File: config.mk
export PLATFORM = sky130hd
export DESIGN_NAME = mac_acc_flat
export DESIGN_NICKNAME = d
export VERILOG_FILES = /design/src/rtl/mac_pkg.sv /design/src/rtl/mac_acc_if.sv /design/src/rtl/mac_acc_add.sv /design/src/rtl/mac_acc.sv /design/src/flat_wrapper.sv
export SDC_FILE = /design/constraint.sdc
export NUM_CORES = 1
export LEC_CHECK = 0
export CORE_ASPECT_RATIO = 0.5
export CORE_MARGIN = 2
export CORE_UTILIZATION = 42
export DETAILED_ROUTE_END_ITERATION = 12
export PLACE_DENSITY = 0.62
export SYNTH_ARGS = -nofsm -noshare
export SYNTH_HDL_FRONTEND = slang
export SYNTH_SLANG_ARGS = --single-unit
File: constraint.sdc
create_clock -name clk -period 3.7 [get_ports clk]
set_input_delay 0.74 -clock clk [delete_from_list [all_inputs] [get_ports clk]]
set_output_delay 0.74 -clock clk [all_outputs]
set_load 0.1 [all_outputs]
File: src/rtl/mac_pkg.sv
// Shared MAC-stage types and constant helpers.
package mac_pkg;

    typedef enum logic {
        IDLE  = 1'b0,
        ACCUM = 1'b1
    } acc_state_e;

    function automatic int mac_pw(input int dw);
        return 2 * dw + 1;
    endfunction

    function automatic longint ACC_MAX(input int aw);
        return (64'sd1 <<< (aw - 1)) - 64'sd1;
    endfunction

    function automatic longint ACC_MIN(input int aw);
        return -(64'sd1 <<< (aw - 1));
    endfunction

endpackage

File: src/rtl/mac_acc_if.sv
// Product-in / result-out handshake bundle for the MAC accumulation stage.
interface mac_acc_if #(
    parameter int DW      = 8,
    parameter int AW      = 24,
    parameter int MAX_LEN = 256
);
    localparam int PW = mac_pkg::mac_pw(DW);
    localparam int LW = $clog2(MAX_LEN + 1);

    logic          in_valid;
    logic          in_ready;
    logic [PW-1:0] in_q;
    logic [LW-1:0] cfg_len;
    logic          out_valid;
    logic          out_ready;
    logic [AW-1:0] out_acc;
    logic          out_ovf;

    modport master (
        output in_valid, in_q, cfg_len, out_ready,
        input  in_ready, out_valid, out_acc, out_ovf
    );

    modport slave (
        input  in_valid, in_q, cfg_len, out_ready,
        output in_ready, out_valid, out_acc, out_ovf
    );
endinterface

File: src/rtl/mac_acc_add.sv
// AW-bit signed adder with overflow flag; MAC_ACC_SAT_EN selects clamping instead of wrap.
module mac_acc_add
    import mac_pkg::*;
#(
    parameter int AW = 24
) (
    input  logic [AW-1:0] a,
    input  logic [AW-1:0] b,
    output logic [AW-1:0] sum,
    output logic          ovf
);
    logic [AW:0] wide;

    // One guard bit: the true sign sits in wide[AW], so overflow is the two top bits disagreeing.
    assign wide = {a[AW-1], a} + {b[AW-1], b};
    assign ovf  = wide[AW] ^ wide[AW-1];

`ifdef MAC_ACC_SAT_EN
    localparam logic [AW-1:0] SAT_MAX = AW'(ACC_MAX(AW));
    localparam logic [AW-1:0] SAT_MIN = AW'(ACC_MIN(AW));

    assign sum = ovf ? (wide[AW] ? SAT_MIN : SAT_MAX) : wide[AW-1:0];
`else
    assign sum = wide[AW-1:0];
`endif

endmodule

File: src/rtl/mac_acc.sv
// Dot-product accumulator: sums cfg_len products per vector, registered result port.
// Build option MAC_ACC_SAT_EN (in mac_acc_add) clamps instead of wrapping on overflow.
module mac_acc
    import mac_pkg::*;
#(
    parameter int DW      = 8,
    parameter int AW      = 24,
    parameter int MAX_LEN = 256
) (
    input logic    clk,
    input logic    rst_n,
    mac_acc_if.slave bus
);
    localparam int PW = mac_pw(DW);
    localparam int LW = $clog2(MAX_LEN + 1);

    acc_state_e    state_q, state_d;
    logic [AW-1:0] acc_q, base, in_ext, sum;
    logic [LW-1:0] cnt_q, len_q, len_first;
    logic          ovf_q, add_ovf, ovf_run;
    logic          beat_is_last, accept, load;
    logic          out_valid_q, out_ovf_q;
    logic [AW-1:0] out_acc_q;

    always_comb begin
        len_first = bus.cfg_len;
        if (bus.cfg_len == '0)
            len_first = LW'(1);
        else if (bus.cfg_len > LW'(MAX_LEN))
            len_first = LW'(MAX_LEN);
    end

    assign in_ext       = AW'($signed(bus.in_q[PW-1:0]));
    assign base         = (state_q == IDLE) ? '0 : acc_q;
    assign beat_is_last = (state_q == IDLE) ? (len_first == LW'(1))
                                            : (cnt_q + LW'(1) == len_q);
    assign ovf_run      = ((state_q == ACCUM) && ovf_q) | add_ovf;

    mac_acc_add #(.AW(AW)) u_add (
        .a   (base),
        .b   (in_ext),
        .sum (sum),
        .ovf (add_ovf)
    );

    always_ff @(posedge clk or negedge rst_n) begin
        if (!rst_n)
            state_q <= IDLE;
        else
            state_q <= state_d;
    end

    always_comb begin
        state_d = state_q;
        if (accept)
            state_d = beat_is_last ? IDLE : ACCUM;
    end

    // Only a last beat can collide with an untaken result; everything else flows.
    always_comb begin
        bus.in_ready = !(out_valid_q && !bus.out_ready && beat_is_last);
        accept       = bus.in_valid && bus.in_ready;
        load         = accept && beat_is_last;
    end

    always_ff @(posedge clk or negedge rst_n) begin
        if (!rst_n) begin
            acc_q <= '0;
            cnt_q <= '0;
            len_q <= '0;
            ovf_q <= 1'b0;
        end else if (accept) begin
            acc_q <= sum;
            ovf_q <= ovf_run;
            if (state_q == IDLE) begin
                len_q <= len_first;
                cnt_q <= LW'(1);
            end else begin
                cnt_q <= cnt_q + LW'(1);
            end
        end
    end

    always_ff @(posedge clk or negedge rst_n) begin
        if (!rst_n) begin
            out_valid_q <= 1'b0;
            out_acc_q   <= '0;
            out_ovf_q   <= 1'b0;
        end else if (load) begin
            out_valid_q <= 1'b1;
            out_acc_q   <= sum;
            out_ovf_q   <= ovf_run;
        end else if (out_valid_q && bus.out_ready) begin
            out_valid_q <= 1'b0;
        end
    end

    assign bus.out_valid = out_valid_q;
    assign bus.out_acc   = out_acc_q;
    assign bus.out_ovf   = out_ovf_q;

endmodule

File: src/flat_wrapper.sv
// flat-port wrapper written by rule: the top's interface ports become plain ports
module mac_acc_flat import mac_pkg::*;
#(
    parameter int DW      = 8,
    parameter int AW      = 24,
    parameter int MAX_LEN = 256
)
  (clk, rst_n, bus_in_valid, bus_in_q, bus_cfg_len, bus_out_ready, bus_in_ready, bus_out_valid, bus_out_acc, bus_out_ovf);
  mac_acc_if #(.DW(DW), .AW(AW), .MAX_LEN(MAX_LEN)) bus_i ();
  input logic clk;
  input logic rst_n;
  input wire logic [$bits(bus_i.in_valid)-1:0] bus_in_valid;
  input wire logic [$bits(bus_i.in_q)-1:0] bus_in_q;
  input wire logic [$bits(bus_i.cfg_len)-1:0] bus_cfg_len;
  input wire logic [$bits(bus_i.out_ready)-1:0] bus_out_ready;
  output wire logic [$bits(bus_i.in_ready)-1:0] bus_in_ready;
  output wire logic [$bits(bus_i.out_valid)-1:0] bus_out_valid;
  output wire logic [$bits(bus_i.out_acc)-1:0] bus_out_acc;
  output wire logic [$bits(bus_i.out_ovf)-1:0] bus_out_ovf;
  assign bus_i.in_valid = bus_in_valid;
  assign bus_i.in_q = bus_in_q;
  assign bus_i.cfg_len = bus_cfg_len;
  assign bus_i.out_ready = bus_out_ready;
  assign bus_in_ready = bus_i.in_ready;
  assign bus_out_valid = bus_i.out_valid;
  assign bus_out_acc = bus_i.out_acc;
  assign bus_out_ovf = bus_i.out_ovf;
  mac_acc #(.DW(DW), .AW(AW), .MAX_LEN(MAX_LEN)) u_core (.clk(clk), .rst_n(rst_n), .bus(bus_i));
endmodule
## Word-level counts from Yosys, hierarchy flattened

Cells that the tools add are included.

| cells by class | value |
|---|---|
| add/subtract/negate cells | 2 |
| magnitude comparators | 1 |
| equal/unequal tests | 2 |
| multiplexer cells | 8 |
| bitwise logic cells | 3 |
| reductions and logical operators | 11 |

Operators by type and width:

| cell | count |
|---|---|
| $mux 9 | 3 |
| $add 24x17->25 | 1 |
| $mux 24 | 1 |
| $add 9x1->9 const B | 1 |
| $eq 9x1->1 const B | 1 |
| $eq 9x9->1 | 1 |
| $gt 9x9->1 const B | 1 |
| $logic_not 9->1 | 1 |
| $logic_and 1x1->1 | 6 |
| $mux 1 | 4 |
| $logic_not 1->1 | 2 |
| $reduce_and 2->1 | 1 |
| $reduce_bool 2->1 | 1 |
| $not 1->1 | 1 |
| $or 1x1->1 | 1 |
| $xor 1x1->1 | 1 |

| storage, ports and cells | value |
|---|---|
| bits in registers | 70 |
| input port bits | 30 |
| output and inout bits | 27 |
| logic and storage cells | 35 |

## Longest topological paths before layout

Gate-level depths: netlist (run 1).

| logic depth | value |
|---|---|
| word-level depth | 10 |
| gate-level depth with buffers | 13 |

## Modules after synthesis

A second synthesis (run 1) with hierarchy kept.

| second synthesis, totals | value |
|---|---|
| cells, all modules | 439 |
| area, all modules | 4644.5 sq um |

By module, submodules not included:

| module | instances | cells each | area each (sq um) | seq. area each (sq um) |
|---|---|---|---|---|
| mac_acc | 1 | 288 | 3485.8 | 1751.7 |
| mac_acc_add | 1 | 151 | 1158.6 | 0.0 |

## Least setup slack after synthesis (run 1)

No wires, ideal clock.

| timing path | value |
|---|---|
| path type | reg2reg |
| from | register u_core.cnt_q[0] |
| to | register u_core.acc_q[15] |
| arrival time | 3138 ps |
| slack | 437 ps |
| stages on the path, launching flop included | 11 |
| period minus slack after synthesis | 3263 ps |
| cells stage by stage | dfrtp_1 -> ha_1 -> and3_1 -> nand3_1 -> xnor2_1 -> or4_4 -> o21ai_2 -> nand2_1 -> and2_1 -> buf_2 -> mux2_2 |

| between the ends | value |
|---|---|
| word-level cells in the longest chain between the ends | 6 |

RTL lines:

| item | RTL line | source |
|---|---|---|
| start, declared | mac_acc.sv:19 | `logic [LW-1:0] cnt_q, len_q, len_first;` |
| start signal, assigned | mac_acc.sv:79 | `cnt_q <= cnt_q + LW'(1);` |
| $add 9x1->9 | mac_acc.sv:36 | `: (cnt_q + LW'(1) == len_q);` |
| $eq 9x9->1 | mac_acc.sv:36 |  |
| $mux 1 | mac_acc.sv:35 | `assign beat_is_last = (state_q == IDLE) ? (len_first == LW'(1))` |
| $logic_and 1x1->1 | mac_acc.sv:61 | `bus.in_ready = !(out_valid_q && !bus.out_ready && beat_is_last);` |
| $logic_not 1->1 | mac_acc.sv:61 |  |
| net bus_in_ready | flat_wrapper.sv:16 | `output wire logic [$bits(bus_i.in_ready)-1:0] bus_in_ready;` |
| $logic_and 1x1->1 | mac_acc.sv:62 | `accept = bus.in_valid && bus.in_ready;` |
| end signal, assigned | mac_acc.sv:73 | `acc_q <= sum;` |
| end, declared | mac_acc.sv:18 | `logic [AW-1:0] acc_q, base, in_ext, sum;` |

The timed path passes the listed nets, and every way through them passes these cells.
A chain may end at the register's enable or synchronous reset.

## Worst setup path in the final report (run 1)

| timing path | value |
|---|---|
| from | register u_core.cnt_q[0] |
| to | output bus_in_ready |

| between the ends | value |
|---|---|
| word-level cells in the longest chain between the ends | 5 |

RTL lines:

| item | RTL line |
|---|---|
| $add 9x1->9 | mac_acc.sv:36 |
| $eq 9x9->1 | mac_acc.sv:36 |
| $mux 1 | mac_acc.sv:35 |
| $logic_and 1x1->1 | mac_acc.sv:61 |
| $logic_not 1->1 | mac_acc.sv:61 |
| end, declared | flat_wrapper.sv:16 |

Every way passes these cells.

==> results of run 1 <==
==> synthesized netlist by cell type, drive strengths merged (2+ instances only) <==
master,number
buf,12
a22o,8
nor3,10
clkbuf,7
nor3b,4
nor2b,4
and2,27
o211ai,5
a31oi,3
xor2,18
a32oi,2
nand2,28
or2,4
mux2,44
ha,25
nand3,14
o31ai,4
o21a,4
a21oi,21
nand4,4
o21bai,2
nor2,16
a211oi,4
nand2b,10
and3,5
nand3b,2
inv,3
dfrtp,70
a21o,13
xnor2,15
o21ai,23
==> layout make-up <==
class | instances | area, sq um | share of cell area, %
inverters | 3 | 11.3 | 0.206
clock buffers | 10 | 239 | 4.38
well taps | 140 | 175 | 3.21
multi-input cells | 337 | 2520 | 46.1
flip-flops and latches | 70 | 1750 | 32.1
repair buffers | 68 | 656 | 12.0
clock inverters | 6 | 109 | 1.99
==> state kept, by name, summed over array words and instances, names as in the netlist <==
| name | cells |
|---|---|
| u_core.cnt_q | 9 |
| u_core.ovf_q | 1 |
| u_core.bus.out_valid | 1 |
| u_core.bus.out_acc | 24 |
| u_core.state_q | 1 |
| u_core.len_q | 9 |
| u_core.acc_q | 24 |
| u_core.bus.out_ovf | 1 |
==> metrics by stage <==
stage          power (W)  cell area, sq um
4_1_cts          0.00531              5460
5_1_grt          0.00561              5460
6_report         0.00526              5460
2_1_floorplan    0.00362              4390
3_3_place_gp     0.00425              5110
3_5_place_dp     0.00428              5110
==> worst reg2reg max path, delay by kind of cell (launching register included) <==
kind                     cells  cell delay (ps)
adder cells (fa/ha/maj)      1              340
flip-flops                   1              460
XOR/XNOR                     1              180
buffers and inverters        1              330
multiplexers                 1              370
AO/OA/AOI/OAI                1              560
AND/OR/NAND/NOR              3              880
==> logic make-up after synthesis <==
logic type | Yosys count
adders and majority gates | 26
DFF | 70
buffers and inverters | 22
xor gates and xnor gates | 33
AOI/OAI and AO/OA | 99
and+or+nand+nor | 134
muxes | 45
==> worst max-delay path by stage <==
stage	start	endpoint	slack [ps]	cells past startpoint
6_report	u_core.cnt_q[0]	bus_in_ready	240	8
5_1_grt	u_core.cnt_q[0]	bus_in_ready	40	8
4_1_cts	u_core.cnt_q[0]	bus_in_ready	230	8
3_5_place_dp	bus_in_q[1]	u_core.acc_q[23]	40	10
3_3_place_gp	bus_in_q[1]	u_core.bus.out_acc[23]	70	10
2_1_floorplan	u_core.cnt_q[0]	u_core.acc_q[15]	440	10
==> power groups by stage <==
stage                     combinational, W  sequential (W)  clock [W]
after floorplan                    0.00138         0.00224          0
after global placement             0.00293         0.00132          0
after detailed placement           0.00295         0.00133          0
after CTS                          0.00297         0.00132    0.00102
after global routing               0.00318         0.00137    0.00106
final                              0.00295         0.00131   0.000996
==> routing by layer <==
metal / part of all wire, % / global-route usage [%] / routed length (um)
met3: 3.5 / 4.19 / 322
met1: 52 / 24.7 / 4740
met5: 0 / 0 / 0
met4: 1.1 / 4.29 / 99
met2: 43 / 26.8 / 3920
==> flow_summary.ini, run 1 <==
[setup_path]
critical_path.max_stage_delay_ps = 470
crit_type = reg2out
cp-start-kind = flop
timing.rr.end = u_core.acc_q[7]
r2r_start = u_core.cnt_q[0]
crit_fanout = 8
crit_family = simple AND/OR/NAND/NOR gates
crit_required_ps = 2960
worst-path-buf-inv = 1
slowest_stage = or4_4
end_kind = primary output
r2r_cells = 8
crit_chain = ha_1, and3_1, nand3_1, xnor2_1, or4_4, o21ai_2, nand2_1, buf_4
r2r_slack_ps = 470
arrival_ps = 2720

[drt]
drtAntennaViolNets = 0
drt_first_pass_iters = 7
viasPerCell = 5.22
vias = 3308
postRouteWirelength_mm = 9.09
wl_per_cell_um = 14.3
drc = 0
dr.first_iter.drc_count = 151

[place]
dp_hpwl_mm = 6.55
place.gp.congestion = 0.823
place_inst = 618
pre_cts_slack_ps = 42.1
io_buffer_count = 56

[power]
pwr-share-comb_pct = 56.1
p_per_area_mw_per_mm2 = 964
power.share.clock_pct = 18.9
swShare_pct = 46.0
switchingPower_w = 0.00242
p_leak_nw = 2.40
p_int_w = 0.00285
pwr-share-seq_pct = 25.0
irDropWorstVdd_mv = 0.669

[die]
io_pins = 57
die-height_um = 76.3
dieArea_sq_mm = 0.0113
initial_core_util_pct = 43.1
rows = 26
die_width_um = 149
core_sq_mm = 0.0102

[synthesis]
synthSimpleGateAreaFrac_pct = 16.4
netlist.top_cell.by_area = dfrtp_1
ys_async_sr_fraction_pct = 100
synth_top_family_by_area = simple AND/OR/NAND/NOR gates
synthFlopType = dfrtp_1
yosysSeqAreaShare_pct = 39.9
synth_warnings = 0
synth_cell_types = 56
synth_edf_count = 0
yosys.area_share.adder_pct = 7.59
synth_compound_area_share_pct = 15.3
ys_ff_latch = 70
netlist_area_sq_mm = 0.00439
syn_inst = 429
synth_nets = 485
yosysTopAreaCellShare_pct = 39.9
synth_xor_area_share_pct = 6.59
netlist_top_cells_area = dfrtp_1 (40%), mux2_2 (11%), ha_1 (7.1%)
muxShareOfSynthArea_pct = 11.5
avgSynthCellArea_sq_um = 10.2

[job]
cap_violations = 0

[cells_and_area]
fill_cells = 904
drive_above_1_share_pct = 16.6
layout.nets = 545
diodes = 0
final_cells = 634
syn2layout_area_growth_pct = 24.5
postLayoutCoreUtil_pct = 53.6
layout.cells.most_common = dfrtp_1
mostFrequentLayoutCells = dfrtp_1 (70), clkdlybuf4s50_1 (54), mux2_2 (44), nand2_1 (28), and2_1 (27)

[global_route]
grt_overflow = 0
grt_max_degree = 71
antenna_found_initial = 0
track_usage_pct = 17.4
grt_pass1_wl_mm = 15.9
grt_pass1_vias = 3283

[sta]
skew_ps = 6.31
slew_headroom_pct = 35.1
final-hold-violation-count = 0
whs_ps = 475
rsz0062_at_grt = no
setup_slack_ps = 237
worstMarginPinSlew_ps = 971
setup-violations-final = 0
drv_slew = 0
period_share_pct = 93.6
final.setup.tns_ps = 0
fin_crit_ps = 3460
fmax_mhz = 289

[clocking]
cts_max_level = 3
clk_path_buf_depth = 2
cts_setup_buffers = 0
post_cts_resize_count = 0
clk_pin_slew_ps = 50
insertion_delay_ps = 330
cts_tree = done
clock_tree.root_cell = clkbuf_16
numCtsBuffers = 9
hold_buffers = 0
clkSinkCount = 70

[worst_hold_path]
min_path_cells = 2
min_to = u_core.acc_q[2]
hp-start = u_core.acc_q[2]
hold_class = reg2reg

[status]
status = finished, final reports clean
Power figures use the tool's default switching activity.
==> run 2: changes to the inputs <==
PLACE_DENSITY = unset   (was 0.62)
PLACE_DENSITY_LB_ADDON = 0.05   (was unset)
clock period = 3.6 ns   (was 3.7 ns; I/O delays follow)
==> run 2 against run 1 <==
- cell count increased by 1.1%
- die area unchanged
- critical path type is now in2reg
- clock-buffer cell count increased by 2
- clock skew decreased by 0.51 ps
- sequential cell count unchanged
- via count increased by 3.5%
- highest routed layer unchanged
- critical path depth increased by 2
- largest power group unchanged
- routed wire length increased by 8.1%
- non-clock buffer count increased by 7
- first-iteration DRC count decreased by 19%
==> flow_summary.ini, run 2 (synthesis gave the netlist of run 1 again) <==
[die]
dieArea_sq_mm = 0.0113
initial_core_util_pct = 43.1
die_width_um = 149
core_sq_mm = 0.0102
io_pins = 57
die-height_um = 76.3
rows = 26

[setup_path]
arrival_ps = 3650
crit_fanout = 4
end_kind = flop
r2r_start = u_core.state_q
cp-start-kind = input pin
timing.rr.end = u_core.acc_q[23]
crit_required_ps = 3820
crit_family = compound AO/OA/AOI/OAI gates
slowest_stage = clkdlybuf4s50_1
crit_type = in2reg
r2r_slack_ps = 310
worst-path-buf-inv = 1
r2r_cells = 10
critical_path.max_stage_delay_ps = 470
crit_chain = clkdlybuf4s50_1, ha_1, a211oi_1, o21ai_0, a2111o_1, o21ba_2, a32oi_1, a21oi_1, xor2_1, mux2_2

[place]
dp_hpwl_mm = 7.22
io_buffer_count = 56
place.gp.congestion = 0.873

[clocking]
numCtsBuffers = 9
clk_path_buf_depth = 2
post_cts_resize_count = 0
insertion_delay_ps = 340
clkSinkCount = 70
cts_tree = done
cts_max_level = 3
hold_buffers = 0
clk_pin_slew_ps = 60
clock_tree.root_cell = clkbuf_16
cts_setup_buffers = 0

[drt]
drt_first_pass_iters = 5
drc = 0
viasPerCell = 5.34
drtAntennaViolNets = 0
vias = 3425
postRouteWirelength_mm = 9.83
dr.first_iter.drc_count = 122
wl_per_cell_um = 15.3

[cells_and_area]
syn2layout_area_growth_pct = 24.9
drive_above_1_share_pct = 17.6
mostFrequentLayoutCells = dfrtp_1 (70), clkdlybuf4s50_1 (54), mux2_2 (44), nand2_1 (28), and2_1 (27)
layout.nets = 552
fill_cells = 918
multi_input_area_sq_mm = 0.00252
diodes = 0
layout.cells.most_common = dfrtp_1
postLayoutCoreUtil_pct = 53.8
seq_area_sq_mm = 0.00175

[sta]
period_share_pct = 95.3
fin_crit_ps = 3430
setup-violations-final = 0
slew_headroom_pct = 33.0
rsz0062_at_grt = no
fmax_mhz = 291
skew_ps = 5.81
whs_ps = 422
final-hold-violation-count = 0
worstMarginPinSlew_ps = 1010
final.setup.tns_ps = 0
drv_slew = 0

[power]
irDropWorstVdd_mv = 0.468
p_int_w = 0.00284
switchingPower_w = 0.00251
p_per_area_mw_per_mm2 = 976
pwr-share-comb_pct = 58.0
swShare_pct = 46.9
power.share.clock_pct = 16.8
p_total_w = 0.00535
p_leak_nw = 2.42
pwr-share-seq_pct = 25.1

[global_route]
antenna_found_initial = 0
grt_pass1_vias = 3465
grt_overflow = 0
grt_max_degree = 31
grt_pass1_wl_mm = 16.9
track_usage_pct = 18.8

[worst_hold_path]
hold_class = in2async

[status]
status = finished, final reports clean

[job]
cap_violations = 0
==> run 2: layout make-up <==
type	instances	share of cell area (%)
clock buffers	12	4.68
clock inverters	4	0.822
inverters	3	0.206
multi-input cells	337	46.0
flip-flops and latches	70	32.0
well taps	140	3.20
repair buffers	75	13.2
==> run 2: power by group through the flow <==
stage	clock network [W]	registers, W	logic (W)
2_1_floorplan	0	0.00231	0.00141
3_3_place_gp	0	0.00135	0.00305
6_report	0.000899	0.00134	0.00310
4_1_cts	0.000923	0.00135	0.00312
5_1_grt	0.000960	0.00140	0.00333
3_5_place_dp	0	0.00136	0.00310
==> run 2: worst max path at each step <==
stage / end / depth (start not counted) / start / slack [ps]
finish: u_core.acc_q[23] / 10 / bus_in_q[1] / 170
CTS: u_core.acc_q[23] / 10 / bus_in_q[1] / 250
floorplan: u_core.acc_q[15] / 10 / u_core.cnt_q[0] / 340
global route: u_core.acc_q[23] / 10 / bus_in_q[1] / 40
detailed placement: u_core.acc_q[23] / 10 / bus_in_q[1] / -80
global placement: u_core.bus.out_acc[23] / 10 / bus_in_q[1] / -40
==> run 2: metrics by stage <==
stage	cell area, sq um	cells	worst slack, ps
after floorplan	4390	429	337
after global routing	5480	641	36.4
after global placement	5180	625	-36.0
after detailed placement	5180	625	-83.9
after CTS	5480	641	252
final	5480	641	169
==> run 2: worst register-to-register path, delay by kind of cell (launching register included) <==
kind / cells / cell delay [ps]
compound gates: 6 / 1660
xor+xnor: 1 / 190
fa+ha+maj: 1 / 260
flops: 1 / 560
mux: 1 / 280
simple gates: 1 / 240
==> run 2: routing by layer <==
layer  vias to the layer above  global-route usage, %  share of wire [%]
met4                         0                   5.71                1.1
met5                         -                      0                  0
met3                        10                   5.69                4.7
met2                        67                   29.1                 45
met1                      1653                   25.5                 49
li1                       1695                      -                  -
==> run 3: changes to the inputs <==
CELL_PAD_IN_SITES_DETAIL_PLACEMENT = 1   (was unset)
CELL_PAD_IN_SITES_GLOBAL_PLACEMENT = 1   (was unset)
==> run 3 against run 2 <==
- critical path depth decreased by 2
- worst setup slack got worse by 15 ps
- non-clock buffer count decreased by 3
- sequential cell count is the same
- power down 1.1%
- clock-buffer cell count shrank 1
- register-to-register slack improved by 90 ps
- cell area shrank 1.3%
- largest cell class unchanged
- largest power group unchanged
==> flow_summary.ini, run 3 (synthesis gave the netlist of run 1 again) <==
[drt]
postRouteWirelength_mm = 11.0
viasPerCell = 5.52
wl_per_cell_um = 17.2
drc = 0
drt_first_pass_iters = 4
vias = 3520
dr.first_iter.drc_count = 122
drtAntennaViolNets = 0

[sta]
final-hold-violation-count = 0
slew_headroom_pct = 34.4
skew_ps = 7.53
final.setup.tns_ps = 0
rsz0062_at_grt = no
period_share_pct = 95.7
fmax_mhz = 290
drv_slew = 0
worstMarginPinSlew_ps = 980
setup-violations-final = 0
fin_crit_ps = 3450
whs_ps = 407

[cells_and_area]
seq_area_sq_mm = 0.00175
layout.nets = 549
multi_input_area_sq_mm = 0.00252
mostFrequentLayoutCells = dfrtp_1 (70), clkdlybuf4s50_1 (54), mux2_2 (44), nand2_1 (28), and2_1 (27)
fill_cells = 1106
layout.cells.most_common = dfrtp_1
diodes = 0
drive_above_1_share_pct = 17.1
postLayoutCoreUtil_pct = 53.1
syn2layout_area_growth_pct = 23.3

[clocking]
clk_path_buf_depth = 2
insertion_delay_ps = 330
clkSinkCount = 70
cts_setup_buffers = 0
clk_pin_slew_ps = 60
hold_buffers = 0
numCtsBuffers = 9
post_cts_resize_count = 0
cts_max_level = 3
clock_tree.root_cell = clkbuf_16
cts_tree = done

[die]
dieArea_sq_mm = 0.0113
io_pins = 57
die-height_um = 76.3
initial_core_util_pct = 43.1
rows = 26
core_sq_mm = 0.0102
die_width_um = 149

[setup_path]
end_kind = primary output
cp-start-kind = flop
crit_type = reg2out
crit_required_ps = 2880
r2r_cells = 11
r2r_slack_ps = 400
crit_start = u_core.cnt_q[0]
timing.rr.end = u_core.bus.out_acc[17]
crit_fanout = 8
arrival_ps = 2730
r2r_start = u_core.state_q

[global_route]
grt_pass1_wl_mm = 18.8
grt_pass1_vias = 3795
track_usage_pct = 20.7
grt_overflow = 0
grt_max_degree = 32
antenna_found_initial = 0

[place]
io_buffer_count = 56
place.gp.congestion = 0.870
dp_hpwl_mm = 8.30

[power]
p_total_w = 0.00529
p_per_area_mw_per_mm2 = 978
p_leak_nw = 2.39
irDropWorstVdd_mv = 0.434

[worst_hold_path]
hold_class = in2async

[status]
status = finished, final reports clean

[job]
cap_violations = 0
## run 3: cell types whose count changed in the layout (fill, tap and decap cells not counted), sizes merged
cell | before | now
clkbuf | 12 | 11
bufinv | 1 | 0
clkinv | 3 | 5
buf | 21 | 18
## run 3: layer usage
metal	track usage, %	wire, um
met5	0	0
met4	3.90	74
met3	4.31	288
met2	35.2	5400
met1	27.7	5220
## run 3: worst max-delay path, stage by stage (launching register included)
cell,delay (ps)
dfrtp_1,460
ha_1,350
and3_1,250
nand3_1,140
xnor2_1,190
or4_4,470
o21ai_2,200
nand2_1,90
buf_4,240
## run 3: worst max-delay path by stage
stage | end | slack, ps | cells past startpoint
detailed placement | u_core.acc_q[22] | -100 | 11
finish | bus_in_ready | 150 | 8
CTS | bus_in_ready | 150 | 8
global placement | u_core.bus.out_acc[23] | -50 | 11
global route | bus_in_ready | 0.7 | 8
floorplan | u_core.acc_q[15] | 340 | 10
## run 3: layout make-up
class	instances	area share, %
inverters	3	0.208
repair buffers	72	12.7
clock buffers	11	4.49
multi-input cells	337	46.6
flip-flops and latches	70	32.4
well taps	140	3.24
clock inverters	5	0.463
## run 3: metrics by stage
stage | instance area [sq um] | setup slack [ps] | cells
2_1_floorplan | 4390 | 337 | 429
3_3_place_gp | 5140 | -52.0 | 622
3_5_place_dp | 5140 | -98.1 | 622
4_1_cts | 5410 | 146 | 638
5_1_grt | 5410 | 0.686 | 638
6_report | 5410 | 154 | 638
## run 3: where the power goes
part	switching, W	internal, W
logic	0.00200	0.00112
clock network	0.000333	0.000479
registers	0.000229	0.00113
total	0.00256	0.00272
==> patch (flow settings as in run 2) <==
`MAX_LEN` is set to 256 in 3 places; all go to 512.
--- a/src/rtl/mac_acc_if.sv
+++ b/src/rtl/mac_acc_if.sv
@@ -2,7 +2,7 @@
 interface mac_acc_if #(
     parameter int DW      = 8,
     parameter int AW      = 24,
-    parameter int MAX_LEN = 256
+    parameter int MAX_LEN = 512
 );
     localparam int PW = mac_pkg::mac_pw(DW);
     localparam int LW = $clog2(MAX_LEN + 1);
--- a/src/rtl/mac_acc.sv
+++ b/src/rtl/mac_acc.sv
@@ -5,7 +5,7 @@
 #(
     parameter int DW      = 8,
     parameter int AW      = 24,
-    parameter int MAX_LEN = 256
+    parameter int MAX_LEN = 512
 ) (
     input logic    clk,
     input logic    rst_n,
--- a/src/flat_wrapper.sv
+++ b/src/flat_wrapper.sv
@@ -3,7 +3,7 @@
 #(
     parameter int DW      = 8,
     parameter int AW      = 24,
-    parameter int MAX_LEN = 256
+    parameter int MAX_LEN = 512
 )
   (clk, rst_n, bus_in_valid, bus_in_q, bus_cfg_len, bus_out_ready, bus_in_ready, bus_out_valid, bus_out_acc, bus_out_ovf);
   mac_acc_if #(.DW(DW), .AW(AW), .MAX_LEN(MAX_LEN)) bus_i ();
Ports: changed (resized bus_cfg_len); port bits go from 57 to 58. The function was not compared with the original's and may differ.
==> patch against run 2 <==
Sequential cell count up 2; clock skew up 2.4 ps; setup slack better by 63 ps; routed wire length up 10%; synthesized area up 6.6%; count of clock-buffer cells in the layout up 1; power down 17%; final area up 5.0%; highest routed layer unchanged.
==> patch: results (changes against run 2) <==
### Power and ir drop
• **worst IR drop on VDD** 0.303 mV, was 0.468 mV
• **Net Switching** 1790 uW, was 2510 uW
• **clock group share of total power** 18.3%, was 16.8%
• **Internal Pwr Total** 2630 uW, was 2840 uW

### Synth
• **Area contributors post-synth** sky130_fd_sc_hd__dfrtp_1 39%, sky130_fd_sc_hd__mux2_2 8.7%, sky130_fd_sc_hd__ha_1 6.7%, sky130_fd_sc_hd__o21ai_0 4.4%, sky130_fd_sc_hd__and2_1 3.3%, was sky130_fd_sc_hd__dfrtp_1 40%, sky130_fd_sc_hd__mux2_2 11%, sky130_fd_sc_hd__ha_1 7.1%, sky130_fd_sc_hd__and2_1 3.9%, sky130_fd_sc_hd__xor2_1 3.6%
• **distinct cell type count after synthesis** 59, was 56
• **number of nets produced by synthesis** 530, was 485
• **post-synthesis cell count** 473, was 429
• **most instantiated cells after synthesis** 72 x sky130_fd_sc_hd__dfrtp_1, 41 x sky130_fd_sc_hd__o21ai_0, 36 x sky130_fd_sc_hd__mux2_2, was 70 x sky130_fd_sc_hd__dfrtp_1, 44 x sky130_fd_sc_hd__mux2_2, 28 x sky130_fd_sc_hd__nand2_1

### Critical path
• **critical path's top delay family** simple AND/OR/NAND/NOR gates, was compound AO/OA/AOI/OAI gates
• **CP max FO** 9, was 4
• **slowest cell on the critical path** sky130_fd_sc_hd__dfrtp_1, was sky130_fd_sc_hd__clkdlybuf4s50_1
• **worst endpoint data arrival time** 2650 ps, was 3650 ps
• **internal reg-to-reg setup slack** 450 ps, was 310 ps
• **R2R Path End** u_core.bus.out_acc[18], was u_core.acc_q[23]
• **R2R depth** 11, was 10

### Outcome
• **run status** completed, unchanged

### CTS
• **number of buffers inserted during clock tree synthesis** 9, unchanged

### Layout
• **number of standard cells in the final layout excluding fillers** 689, was 641
• **Util after Layout** 52.7%, was 53.8%
• **Fill cells** 1018, was 918
• **ratio of cells with drive above 1 in the final layout** 15.6%, was 17.6%

### Global route
• **pin count of the biggest net entering global routing** 73, was 31
• **overall fraction of global-route tracks in use** 19.0%, was 18.8%
• **wire length of the first global-routing pass** 18200 um, was 16900 um
• **number of global-route vias before repair** 3604, was 3465

### Placed design
• **final weighted congestion in routability-driven placement** 0.852, was 0.873
• **placed cell count** 672, was 625
• **placed wire-length estimate** 7640 um, was 7220 um
• **area after detailed placement** 0.00547 mm^2, was 0.00518 mm^2
• **number of buffers added on ports** 57, was 56

### STA
• **hold_ws** 469 ps, was 422 ps
• **headroom to the max-slew limit** 33.1%, was 33.0%
• **worst clock skew on the final layout** 8.16 ps, was 5.81 ps

### Route
• **number of DRC markers in iteration 0** 151, was 122
• **final routed wire length divided by cell count** 15.7 um, was 15.3 um

### Worst hold path
• **worst min path class** register to register, was input pin to asynchronous set/reset pin

==> patch: how the worst max path moves through the flow <==
stage / slack, ps / from / depth (start not counted) / endpoint
2_1_floorplan: 420 / u_core.state_q / 11 / u_core.bus.out_acc[18]
3_3_place_gp: 50 / bus_in_q[0] / 11 / u_core.acc_q[22]
3_5_place_dp: 40 / bus_in_q[0] / 11 / u_core.acc_q[22]
4_1_cts: 140 / u_core.cnt_q[0] / 8 / bus_in_ready
5_1_grt: 80 / u_core.cnt_q[0] / 8 / bus_in_ready
6_report: 230 / u_core.cnt_q[0] / 8 / bus_in_ready
==> patch: kinds of logic (layout without fill, tap and decap cells) <==
group           after synthesis  after routing  synth area share, %
simple gates                137            137                 16.0
compound gates              124            124                 17.9
flops                        72             72                 38.5
mux                          42             42                 10.3
buf+inv                      39            110                 3.99
xor+xnor                     33             33                 6.18
fa+ha+maj                    26             26                 7.12
==> patch: cell type report <==
cell class / count / area [um^2] / area share [%]
clock buffer: 13 / 250 / 4.35
timing repair buffer: 80 / 763 / 13.3
multi-input combinational: 362 / 2690 / 46.8
clock inverter: 1 / 5.00 / 0.0870
inverter: 16 / 60.1 / 1.04
tap: 145 / 181 / 3.15
sequential: 72 / 1800 / 31.3
==> patch: per-layer routing <==
metal  vias to the layer above  part of all wire, %  wire [um]  GRT usage (%)
met2                        61                   41       4490           27.0
met4                         0                 0.58         63           5.00
met5                         -                    0          0              0
met1                      1783                   54       5890           28.6
met3                         4                  3.5        382           4.75
li1                       1863                    -          -              -
==> patch: what timing repair did <==
action                     in CTS  in global routing
setup buffers                   0                  3
setup endpoints to repair       0                 19
resized for setup               0                  1
==> patch: tightest hold or removal path: stages, from the launching register on <==
cell and delay, ps:
sky130_fd_sc_hd__dfrtp_1 330, sky130_fd_sc_hd__nand2_1 40, sky130_fd_sc_hd__o21ai_0 60
